===== config.mk =====
export PLATFORM = sky130hd
export DESIGN_NAME = text_msg_ctrl
export DESIGN_NICKNAME = d
export VERILOG_FILES = /design/src/rtl/text_msg_pkg.sv /design/src/rtl/text_msg_ctrl_frame_divider.sv /design/src/rtl/text_msg_ctrl.sv
export SDC_FILE = /design/constraint.sdc
export NUM_CORES = 1
export LEC_CHECK = 0
export BUFFER_PORTS_ARGS = -buffer_cell sky130_fd_sc_hd__buf_2
export CAP_MARGIN = 40
export CORE_MARGIN = 2
export CORE_UTILIZATION = 28
export CTS_BUF_LIST = sky130_fd_sc_hd__clkbuf_2
export DETAILED_ROUTE_END_ITERATION = 8
export PLACE_DENSITY_LB_ADDON = 0.08
export SLEW_MARGIN = 20
export SYNTH_ARGS = -nofsm -noshare
export SYNTH_HDL_FRONTEND = slang
export SYNTH_SLANG_ARGS = --single-unit

===== constraint.sdc =====
create_clock -name clk -period 1.7 [get_ports clk]
set_input_delay 0.34 -clock clk [delete_from_list [all_inputs] [get_ports clk]]
set_output_delay 0.34 -clock clk [all_outputs]
set_load 0.02 [all_outputs]

===== src/rtl/text_msg_pkg.sv =====
// Shared types and message tables for the end-of-game text overlay.
package text_msg_pkg;

   typedef enum logic [1:0] {
      IDLE = 2'd0,
      TYPE = 2'd1,
      HOLD = 2'd2
   } state_t;

   localparam logic [6:0]   SPACE         = 7'h20;
   localparam logic [127:0] MSG_GAME_OVER = "GAME OVER       ";
   localparam logic [127:0] MSG_YOU_WIN   = "YOU WIN         ";

   // Entry [sel][15-idx] holds character idx; string literals place char 0 in the top byte.
   localparam logic [1:0][15:0][7:0] MSG_ROM = {MSG_YOU_WIN, MSG_GAME_OVER};
   localparam logic [1:0][4:0]       MSG_LEN = {5'd7, 5'd9};

   function automatic logic [6:0] msg_char(input logic sel, input logic [3:0] idx);
      logic [7:0] byte_v;
      byte_v = MSG_ROM[sel][4'd15 - idx];
      return byte_v[6:0];
   endfunction

endpackage


===== src/rtl/text_msg_ctrl_frame_divider.sv =====
// Tick-qualified modulo-N counter with synchronous clear; o_wrap pulses on the
// tick that takes the count from N-1 back to 0.
module frame_divider #(
   parameter int N = 8
) (
   input  logic clk,
   input  logic rst,
   input  logic i_clr,
   input  logic i_tick,
   output logic o_wrap
);

   localparam int W = (N > 1) ? $clog2(N) : 1;
   localparam logic [W-1:0] LAST = W'(N - 1);

   logic [W-1:0] r_cnt;

   always_comb begin
      o_wrap = i_tick & ~i_clr & (r_cnt == LAST);
   end

   always_ff @(posedge clk or posedge rst) begin
      if (rst) begin
         r_cnt <= '0;
      end else if (i_clr) begin
         r_cnt <= '0;
      end else if (i_tick) begin
         r_cnt <= o_wrap ? '0 : r_cnt + 1'b1;
      end else begin
         r_cnt <= r_cnt;
      end
   end

endmodule


===== src/rtl/text_msg_ctrl.sv =====
// End-of-game overlay sequencer: typewriter reveal of GAME OVER / YOU WIN, then
// blinking hold, plus a 1-cycle char_xy -> ASCII lookup for the font ROM.
module text_msg_ctrl
   import text_msg_pkg::*;
#(
   parameter logic [3:0] MSG_ROW      = 4'd7,
   parameter logic [3:0] MSG_COL      = 4'd3,
   parameter int         CHAR_FRAMES  = 8,
   parameter int         BLINK_FRAMES = 30
) (
   input  logic       clk,
   input  logic       rst,
   input  logic       endgame,
   input  logic       win,
   input  logic       frame_tick,
   input  logic [7:0] char_xy,
   output logic [6:0] char_code,
   output logic       text_en,
   output logic       done
);

   if ((int'(MSG_COL) + int'(MSG_LEN[0]) > 16) || (int'(MSG_COL) + int'(MSG_LEN[1]) > 16) ||
       (CHAR_FRAMES < 1) || (BLINK_FRAMES < 1)) begin : g_bad_params
      $error("text_msg_ctrl: message does not fit the text row or frame counts < 1");
   end

   state_t     r_state, w_state_nxt;
   logic [4:0] r_revealed, w_revealed_nxt;
   logic       r_visible, w_visible_nxt;
   logic       r_msg_sel, w_msg_sel_nxt;
   logic       r_endgame_d;
   logic       r_text_en, r_done;
   logic [6:0] r_char_code, w_char_code_nxt;
   logic       w_rise, w_char_wrap, w_blink_wrap;
   logic       w_char_clr, w_blink_clr;
   logic [3:0] w_row, w_col, w_idx;

   always_comb begin
      w_rise      = endgame & ~r_endgame_d;
      // Clearing while endgame is low keeps the abort path free of stray wraps.
      w_char_clr  = (r_state != TYPE) | ~endgame;
      w_blink_clr = (r_state != HOLD) | ~endgame;
   end

   frame_divider #(.N(CHAR_FRAMES)) u_char_div (
      .clk    (clk),
      .rst    (rst),
      .i_clr  (w_char_clr),
      .i_tick (frame_tick),
      .o_wrap (w_char_wrap)
   );

   frame_divider #(.N(BLINK_FRAMES)) u_blink_div (
      .clk    (clk),
      .rst    (rst),
      .i_clr  (w_blink_clr),
      .i_tick (frame_tick),
      .o_wrap (w_blink_wrap)
   );

   always_comb begin
      w_state_nxt    = r_state;
      w_revealed_nxt = r_revealed;
      w_visible_nxt  = r_visible;
      w_msg_sel_nxt  = r_msg_sel;
      case (r_state)
         IDLE: begin
            w_revealed_nxt = 5'd0;
            w_visible_nxt  = 1'b1;
            if (w_rise) begin
               w_state_nxt   = TYPE;
               w_msg_sel_nxt = win;
            end else begin
               w_state_nxt = IDLE;
            end
         end
         TYPE: begin
            if (!endgame) begin
               w_state_nxt    = IDLE;
               w_revealed_nxt = 5'd0;
            end else if (w_char_wrap) begin
               w_revealed_nxt = r_revealed + 5'd1;
               if (w_revealed_nxt == MSG_LEN[r_msg_sel]) begin
                  w_state_nxt   = HOLD;
                  w_visible_nxt = 1'b1;
               end else begin
                  w_state_nxt = TYPE;
               end
            end else begin
               w_state_nxt = TYPE;
            end
         end
         HOLD: begin
            if (!endgame) begin
               w_state_nxt    = IDLE;
               w_revealed_nxt = 5'd0;
            end else if (w_blink_wrap) begin
               w_visible_nxt = ~r_visible;
            end else begin
               w_state_nxt = HOLD;
            end
         end
         default: begin
            w_state_nxt    = IDLE;
            w_revealed_nxt = 5'd0;
            w_visible_nxt  = 1'b1;
         end
      endcase
   end

   always_comb begin
      w_row = char_xy[7:4];
      w_col = char_xy[3:0];
      w_idx = w_col - MSG_COL;
      if ((w_row == MSG_ROW) && (w_col >= MSG_COL) && ({1'b0, w_idx} < r_revealed) &&
          (r_state != IDLE)) begin
         w_char_code_nxt = msg_char(r_msg_sel, w_idx);
      end else begin
         w_char_code_nxt = SPACE;
      end
   end

   // Outputs are registered from the next state so they line up with r_state.
   always_ff @(posedge clk or posedge rst) begin
      if (rst) begin
         r_state     <= IDLE;
         r_revealed  <= 5'd0;
         r_visible   <= 1'b1;
         r_msg_sel   <= 1'b0;
         r_endgame_d <= 1'b0;
         r_text_en   <= 1'b0;
         r_done      <= 1'b0;
         r_char_code <= SPACE;
      end else begin
         r_state     <= w_state_nxt;
         r_revealed  <= w_revealed_nxt;
         r_visible   <= w_visible_nxt;
         r_msg_sel   <= w_msg_sel_nxt;
         r_endgame_d <= endgame;
         r_text_en   <= (w_state_nxt == TYPE) | ((w_state_nxt == HOLD) & w_visible_nxt);
         r_done      <= (w_state_nxt == HOLD);
         r_char_code <= w_char_code_nxt;
      end
   end

   assign char_code = r_char_code;
   assign text_en   = r_text_en;
   assign done      = r_done;

endmodule


After elaboration in Yosys (flattened, before gate mapping)

Cells that the tools add are included.

Register bits after elaboration: 27
Word-level logic and storage cells: 84
Input bits: 13
Output and inout bits: 9

Bitwise logic cells: 14
Add/sub/neg operators: 5
$lt $le $gt $ge: 4
Equality and inequality tests: 12
Reductions and logical operators: 9
Multiplexer cells: 30

Operator list:

| cell                                                | number |
|---|---|
| two-way mux 128 bit                                 | 1 |
| two-way mux 125 bit                                 | 1 |
| two-way mux 5 bit                                   | 7 |
| binary-select mux 8 bit (select 4 bit)              | 1 |
| two-way mux 7 bit                                   | 2 |
| adder 5 x 1 -> 5 bit, second input constant         | 2 |
| two-way mux 2 bit                                   | 5 |
| case mux 5 bit (2 select lines)                     | 1 |
| two-way mux 3 bit                                   | 3 |
| bitwise AND 1 bit                                   | 6 |
| two-way mux 1 bit                                   | 6 |
| case mux 2 bit (3 select lines)                     | 1 |
| nonzero test 2 bit                                  | 3 |
| equality test 5 bit                                 | 1 |
| equality test 5 bit, second input constant          | 1 |
| < comparator 4 x 5 -> 1 bit                         | 1 |
| < comparator 4 x 5 -> 1 bit, second input constant  | 1 |
| NOT 1 bit                                           | 5 |
| equality test 2 x 1 -> 1 bit, second input constant | 2 |
| equality test 2 bit, second input constant          | 2 |
| equality test 4 x 3 -> 1 bit, second input constant | 1 |
| >= comparator 4 x 2 -> 1 bit, second input constant | 1 |
| two-way mux 4 bit                                   | 1 |
| inequality test 2 bit, second input constant        | 2 |
| other kinds (12)                                    | 17 |

Logic depth before layout (Yosys ltp)

Gate-level depths: netlist of run 1.

Depth after elaboration: 11
Gate-level depth with buffers: 8
Mapped depth without buffers: 8

Modules after synthesis

Synthesis of run 1 repeated with hierarchy kept, for this count alone.

Cell total of the unflattened synthesis: 188
Area, all modules: 1,775.5 sq um

By module, submodules not included:

| module                      | cells each | instances | seq. area each (sq um) | area an instance (sq um) |
|---|---|---|---|---|
| text_msg_ctrl               | 143        | 1         | 478.0                  | 1,310.0 |
| frame_divider (u_blink_div) | 30         | 1         | 125.1                  | 296.5 |
| frame_divider (u_char_div)  | 15         | 1         | 75.1                   | 168.9 |

Worst setup path after synthesis of run 1

OpenSTA, ideal clock, no wires.

Kind: input-to-reg
From: input port char_xy[0]
To: register r_char_code[2], in the netlist char_code[2]
Required time: 1.595 ns
Arrival time: 1.940 ns
Stages: 8
Path buffers: 0
Library setup time: 0.105 ns
Slack: -0.345 ns
Cell sequence: ha_1 -> xor2_1 -> inv_2 -> ha_1 -> o21a_1 -> o21a_1 -> o21ba_2 -> nor4b_1

Word-level cells in the longest chain between the ends: 5
Elaborated cells between the ends (all ways): 10
Classes of those cells: 2 x add/sub; 2 x order compare; 3 x mux; 3 x reduce/logical

Ends and longest elaborated chain:

| what                                                                                | line                                       | RTL |
|---|---|---|
| start, declared                                                                     | text_msg_ctrl.sv:16                        | `input logic [7:0] char_xy,` |
| subtractor 4 x 2 -> 4 bit / >= comparator 4 x 2 -> 1 bit (equally long branches)    | text_msg_ctrl.sv:114, text_msg_ctrl.sv:115 |  |
| subtractor 4 bit (tied with other cells)                                            | text_msg_pkg.sv:20                         | `byte_v = MSG_ROM[sel][4'd15 - idx];` |
| binary-select mux 8 bit (select 4 bit) / logical AND 1 bit (equally long branches)  | text_msg_pkg.sv:20, text_msg_ctrl.sv:115   |  |
| two-way mux 7 bit (implied by the code) / logical AND 1 bit (equally long branches) | text_msg_pkg.sv:20, text_msg_ctrl.sv:115   |  |
| two-way mux 7 bit (*)                                                               | text_msg_ctrl.sv:115                       | `if ((w_row == MSG_ROW) && (w_col >= MSG_COL) && ({1'b0, w_idx} < r_revealed) &&` |
| net w_char_code_nxt[2]                                                              | text_msg_ctrl.sv:33                        | `logic [6:0] r_char_code, w_char_code_nxt;` |
| end signal, assigned                                                                | text_msg_ctrl.sv:142                       | `r_char_code <= w_char_code_nxt;` |
| end, declared                                                                       | text_msg_ctrl.sv:33                        |  |

The timed path passes the listed nets; every way through them passes the cells marked *. The select of a mux whose other input is x is not followed.
A chain may end at the register's enable or synchronous reset.

Worst setup path in the final report of run 1

From: register r_revealed[1]
To: register r_char_code[1], in the netlist char_code[1]

Word-level cells in the longest chain between the ends: 4

Ends and longest elaborated chain:

| what                            | line                 | RTL |
|---|---|---|
| start, declared                 | text_msg_ctrl.sv:28  | `logic [4:0] r_revealed, w_revealed_nxt;` |
| start signal, assigned          | text_msg_ctrl.sv:136 | `r_revealed <= w_revealed_nxt;` |
| < comparator 4 x 5 -> 1 bit     | text_msg_ctrl.sv:115 |  |
| logical AND 1 bit (2 in series) | text_msg_ctrl.sv:115 |  |
| two-way mux 7 bit               | text_msg_ctrl.sv:115 |  |
| net w_char_code_nxt[1]          | text_msg_ctrl.sv:33  |  |

The timed path passes the listed nets, and every way through them passes these cells.

==> results of run 1 <==
state kept, by name, summed over array words and instances, names as in the netlist:
name and cells:
u_char_div.r_cnt 3, r_revealed 5, char_code 7, u_blink_div.r_cnt 5, r_state 2, r_endgame_d 1
done 1, r_visible 1, text_en 1, r_msg_sel 1
logic make-up (layout without fill, tap and decap cells):
group,Yosys count,after routing,synth area share (%)
adder cells (fa/ha/maj),16,16,11.7
AND/OR/NAND/NOR,57,57,17.2
buffers and inverters,20,67,4.53
flip-flops,27,27,39.6
XOR/XNOR,6,6,4.17
multiplexers,7,7,4.31
AO/OA/AOI/OAI,47,47,18.5
synthesized netlist by cell type (3+ instances only):
| library cell | n | area (um2) |
|---|---|---|
| nand2b_1 | 4 | 25.0 |
| nand3_1 | 6 | 30.0 |
| mux2i_1 | 4 | 40.0 |
| nor2b_1 | 3 | 18.8 |
| nor2_1 | 9 | 33.8 |
| inv_1 | 15 | 56.3 |
| nor3_1 | 4 | 20.0 |
| nand2_1 | 16 | 60.1 |
| o21ai_0 | 16 | 80.1 |
| dfrtp_1 | 25 | 626 |
| ha_1 | 16 | 200 |
| o21a_1 | 4 | 30.0 |
| mux2_2 | 3 | 33.8 |
| xor2_1 | 3 | 26.3 |
| and3_1 | 3 | 18.8 |
| a21oi_1 | 7 | 35.0 |
placed cells by master, fill, tap and decap left out, types with 2 or more instances in the layout:
cell type	count
buf_2	21
nor3_1	2
o21ai_0	16
ha_1	10
o21bai_1	2
nand3_1	6
nor4_2	2
nor2_1	9
ha_2	2
xor2_4	2
dfrtp_1	25
mux2i_1	3
nor3_2	3
and3_1	2
a41o_1	2
o21a_1	4
o22ai_1	2
o31ai_1	2
inv_1	14
buf_4	24
nor2b_1	3
dfstp_2	2
clkbuf_2	3
nand2_1	14
ha_4	4
nand2b_1	4
a21oi_1	6
mux2_2	3
worst max-delay path, cell delays in order (launching register included):
cell,delay (ps)
dfrtp_1,490
inv_2,100
ha_4,190
a21boi_2,140
o21a_1,170
o21a_1,190
o21ba_4,230
buf_6,120
nor3_2,100
worst paths after layout:
check	slack [ps]	depth (start not counted)	endpoint	startpoint
max	-50	8	char_code[1]	r_revealed[1]
min	180	1	r_endgame_d	endgame
max reg2reg	-50	8	char_code[1]	r_revealed[1]
min reg2reg	500	1	u_blink_div.r_cnt[4]	u_blink_div.r_cnt[4]
max in group asynchronous	850	4	r_visible	rst
min in group asynchronous	510	4	u_blink_div.r_cnt[2]	rst
what timing repair did:
| item | CTS | global route |
|---|---|---|
| pin swaps | 4 | 4 |
| hold endpoints to repair | 25 | 0 |
| resized for setup | 13 | 11 |
| setup buffers | 2 | 1 |
| hold buffers | 1 | 0 |
| setup endpoints to repair | 13 | 12 |
area by class of cell:
type	count	area [um2]
fill	570	3620
inverter	16	62.6
sequential	27	678
clock inverter	1	7.51
clock buffer	3	15.0
timing repair buffer	47	307
multi-input combinational	133	1140
tap	75	93.8
layer usage:
| layer | part of all wire, % | up-vias |
|---|---|---|
| li1 | - | 733 |
| met1 | 47 | 709 |
| met2 | 49 | 18 |
| met3 | 2.8 | 4 |
| met4 | 1.2 | 0 |
| met5 | 0 | - |
power by group:
| group | internal [mW] | switching [mW] | leakage [nW] |
|---|---|---|---|
| combinational | 0.173 | 0.195 | 0.674 |
| sequential | 0.662 | 0.0192 | 0.363 |
| clock | 0.0545 | 0.203 | 0.0126 |
| total | 0.890 | 0.417 | 1.05 |
==> metrics.md, run 1 <==
| Metric | Value |
|---|---|
| Max Fanout on Critical Path | 4 |
| Die area | 6750 um2 |
| Initial antenna violation count | 0 |
| Register area share after synthesis | 39.6% |
| Power Total | 1.31 mW |
| Min Tclk post-route | 1750 ps |
| Vias | 1464 |
| Wirelength per Cell | 13.3 um |
| H-tree levels | 1 |
| Pwr dens | 568 nW/um2 |
| CTS root buf | clkbuf_2 |
| Hold_ws | 178 ps |
| Met3 Usage GRT | 2.72% |
| GRT Residual Overflow | 0 |
| Final period utilization | 103% |
| Max-slew violation count | 0 |
| Die W | 82.2 um |
| Vias in the first global route | 1485 |
| Layout Area Growth over Synthesis | 34.5% |
| Grt met1 use | 14.8% |
| Worst skew pair latency | 380 ps |
| Final cell count without fillers | 302 |
| Die height | 82.2 um |
| Fmax | 572 MHz |
| Setup TNS | -101 ps |
| Post-route DRC | 0 |
| Failing checks | negative setup slack |
| Actual slew at the worst max-slew pin | 358 ps |
| Gpl congestion | 0.765 |
| Util after Layout | 38.9% |
| Share of post-route cells with drive strength above 1 | 37.4% |
| Post-synth ARST share | 100% |
| Run status | complete, but fails checks |
| Global Route Usage Sum | 12.8% |
| Routed wire length | 4.01 mm |
| Clock sinks | 27 |
| Mean area per synthesized cell | 9.51 um2 |
| # setup viols final | 3 |
| Row count | 28 |
| Clock-pin slew on the worst setup and hold paths | 290 ps |
| VDD IR max | 0.321 mV |
| Ys Warns | 0 |
| Total CTS buffers | 3 |
| Antenna-violating nets left | 0 |
| Critical path data required time | 2030 ps |
| CTS tree | built |
| Endpoints failing hold | 0 |
| FF+latch count, synth | 27 |
| Via-to-Cell Ratio | 4.85 |
| CP Launch Type | flip-flop |
| Post-synth cell types | 48 |
| Final instance area | 2300 um2 |
| Post-Syn Area | 1710 um2 |
| Ys flop type | dfrtp_1 |
| Crit path DAT | 2080 ps |
| Clock Tree Buf Depth | 2 |
| Worst Slack Setup Final | -48.4 ps |
| Global-route wire length before repair | 6.64 mm |
| Critical path capture point type | flip-flop |
| 1st-iter DRT viols | 49 |
| DP Worst Slack | -324 ps |
| Grt peak-use layer | met2 |
| Core Region | 5920 um2 |
| Layout Skew | 28.1 ps |
| # diodes | 0 |
| Max cap viols | 0 |
| RSZ-0062 raised after global routing | yes |
| Port bufs | 21 |
| Cells after DPL | 294 |
| First-pass detailed-route iteration total | 4 |
| Largest net degree at the start of global routing | 28 |
| Mapped Cells | 180 |
| IO Count | 22 |
| M2 GR Usage | 23.9% |
| Relative slew slack | 76.1% |
| Setup Crit Path Kind | reg2reg |
| Post-Syn Nets | 209 |
| Detailed placement HPWL | 3.11 mm |
| HP Class | in2reg |
| Initial cell density of the core | 28.9% |
| Placed Area | 2130 um2 |
| Final nets | 257 |
| EDFF count, synth | 0 |
| Leak | 1.05 nW |
No activity file was read; power rests on OpenSTA's default activity.
==> run 2, diff against run 1 <==
--- a/config.mk
+++ b/config.mk
@@ -8,8 +8,7 @@
 export BUFFER_PORTS_ARGS = -buffer_cell sky130_fd_sc_hd__buf_2
 export CAP_MARGIN = 40
 export CORE_MARGIN = 2
-export CORE_UTILIZATION = 28
-export CTS_BUF_LIST = sky130_fd_sc_hd__clkbuf_2
+export CORE_UTILIZATION = 30
 export DETAILED_ROUTE_END_ITERATION = 8
 export PLACE_DENSITY_LB_ADDON = 0.08
 export SLEW_MARGIN = 20
==> run 2 against run 1 <==
Compared with the run above:
- the flow still finishes with violations (negative setup slack)
- count of clock-buffer cells in the layout unchanged
- clock skew decreased by 21 ps
- setup slack got worse by 6.9 ps
- combinational power decreased by 2%
- fmax decreased by 0.39%
- cell count increased by 0.66%
- critical path depth decreased by 1
- register-to-register slack about the same
- global-route usage increased by 1.3 points
- non-clock buffer count increased by 5
- highest routed layer unchanged
==> metrics.md, run 2 (same netlist as run 1, synthesis figures left out) <==
| Metric | Value |
|---|---|
| Initial antenna violation count | 0 |
| Reg2Reg Launch Point | r_revealed[1] |
| Die area | 6330 um2 |
| Die height | 79.5 um |
| Final nets | 262 |
| Share of post-route cells with drive strength above 1 | 36.2% |
| Setup TNS | -67.1 ps |
| Gpl congestion | 0.827 |
| Antenna-violating nets left | 0 |
| Max FFs per register | 7 |
| Worst skew pair latency | 280 ps |
| Initial cell density of the core | 31.1% |
| CTS root buf | clkbuf_8 |
| Filler Cell Count | 536 |
| HP Class | in2async |
| # diodes | 0 |
| Actual slew at the worst max-slew pin | 344 ps |
| Total CTS buffers | 3 |
| Crit path DAT | 1950 ps |
| Routed wire length | 4.19 mm |
| Run status | complete, but fails checks |
| Clock Tree Buf Depth | 2 |
| Largest net degree at the start of global routing | 28 |
| FF-to-FF setup slack | -60 ps |
| R2R depth | 7 |
| Most frequent cells in the layout | buf_4 (31), dfrtp_1 (25), buf_2 (21) |
| Clock-pin slew on the worst setup and hold paths | 100 ps |
| Row count | 27 |
| Power Total | 1.43 mW |
| CTS tree | built |
| Multi-input logic area | 1080 um2 |
| Detailed placement HPWL | 3.38 mm |
| H-tree levels | 1 |
| Crit. Startpoint | r_revealed[1] |
| Layout Area Growth over Synthesis | 34.3% |
| Die W | 79.5 um |
| Vias | 1508 |
| Global Route Usage Sum | 14.1% |
| Core Region | 5510 um2 |
| Hold Buf Count CTS | 0 |
| RSZ-0062 raised after global routing | yes |
| Fmax | 570 MHz |
| Endpoints failing hold | 0 |
| GRT Residual Overflow | 0 |
| Cells after DPL | 298 |
| Critical path capture point type | flip-flop |
| Worst Slack Setup Final | -55.3 ps |
| Critical path data required time | 1890 ps |
| CP Launch Type | flip-flop |
| Vias in the first global route | 1593 |
| Wirelength per Cell | 13.8 um |
| Reg area | 678 um2 |
| VDD IR max | 0.283 mV |
| Pwr dens | 622 nW/um2 |
| Min Tclk post-route | 1760 ps |
| Final cell count without fillers | 304 |
| IO Count | 22 |
| Final period utilization | 103% |
| Global-route wire length before repair | 7.04 mm |
| Port bufs | 21 |
| Setup Crit Path Kind | reg2reg |
| Failing checks | negative setup slack |
| Max Fanout on Critical Path | 4 |
| Util after Layout | 41.7% |
| Via-to-Cell Ratio | 4.96 |
| Most common cell after layout, fill and taps aside | buf_4 |
| Relative slew slack | 77.1% |
| Post-route DRC | 0 |
| First-pass detailed-route iteration total | 4 |
| Max cap viols | 0 |
| Leak | 1.06 nW |
| R2r endpoint | char_code[2] |
| Max-slew violation count | 0 |
| 1st-iter DRT viols | 59 |
| Layout Skew | 6.82 ps |
| Clock sinks | 27 |
| # setup viols final | 3 |
==> run 2: cell count changes in the layout (fill, tap and decap cells not counted), moves of 2 or more <==
cell	previous run	this run
buf_4	24	31
clkbuf_8	0	3
nand2_1	14	16
nor4_1	0	2
nor4_2	2	0
clkbuf_2	3	0
==> run 2: per-layer routing <==
metal  up-vias  global-route usage, %  share of wire, %
li1        745                      -                 -
met2        18                   27.3                54
met1       741                   16.0                42
met3         4                   2.04               2.2
met4         0                   3.79               1.2
met5         -                      0                 0
==> run 2: what timing repair did <==
| item | 4_1_cts | 5_1_grt |
|---|---|---|
| buffers inserted | 1 | 1 |
| pin swaps | 4 | 2 |
| setup endpoints to repair | 13 | 15 |
| hold endpoints to repair | 0 | 0 |
| gates resized for setup | 6 | 9 |
==> run 2: worst max path at each step <==
| stage | end | slack (ps) | depth (start not counted) |
|---|---|---|---|
| floorplan | char_code[2] | -120 | 8 |
| global route | char_code[2] | -120 | 7 |
| finish | char_code[2] | -60 | 7 |
| CTS | char_code[2] | -90 | 7 |
| global placement | char_code[2] | -290 | 8 |
| detailed placement | char_code[2] | -330 | 8 |
==> run 2: critical path: stages, from the launching register on <==
cell,delay (ps)
dfrtp_1,420
inv_2,100
ha_4,200
a21boi_2,140
o21a_1,170
o21a_1,190
o21ba_4,210
nor4b_2,250
==> run 2: per-stage QoR <==
step           cell area (um2)  hold WS [ps]  setup WS [ps]
2_1_floorplan             1790           371           -124
3_3_place_gp              2180           416           -286
3_5_place_dp              2180           424           -334
4_1_cts                   2260           118          -92.3
5_1_grt                   2300           122           -124
6_report                  2300           106          -55.3
==> run 2: power breakdown <==
part	internal, mW	switching [mW]	leakage, nW
Clock	0.167	0.222	0.0217
Combinational	0.173	0.191	0.680
Sequential	0.660	0.0170	0.363
==> run 2: cell type report <==
type / instances / area share (%)
inverter: 16 / 2.72
sequential: 27 / 29.5
clock buffer: 3 / 1.80
tap: 72 / 3.92
timing repair buffer: 52 / 14.7
clock inverter: 1 / 0.327
multi-input combinational: 133 / 47.0
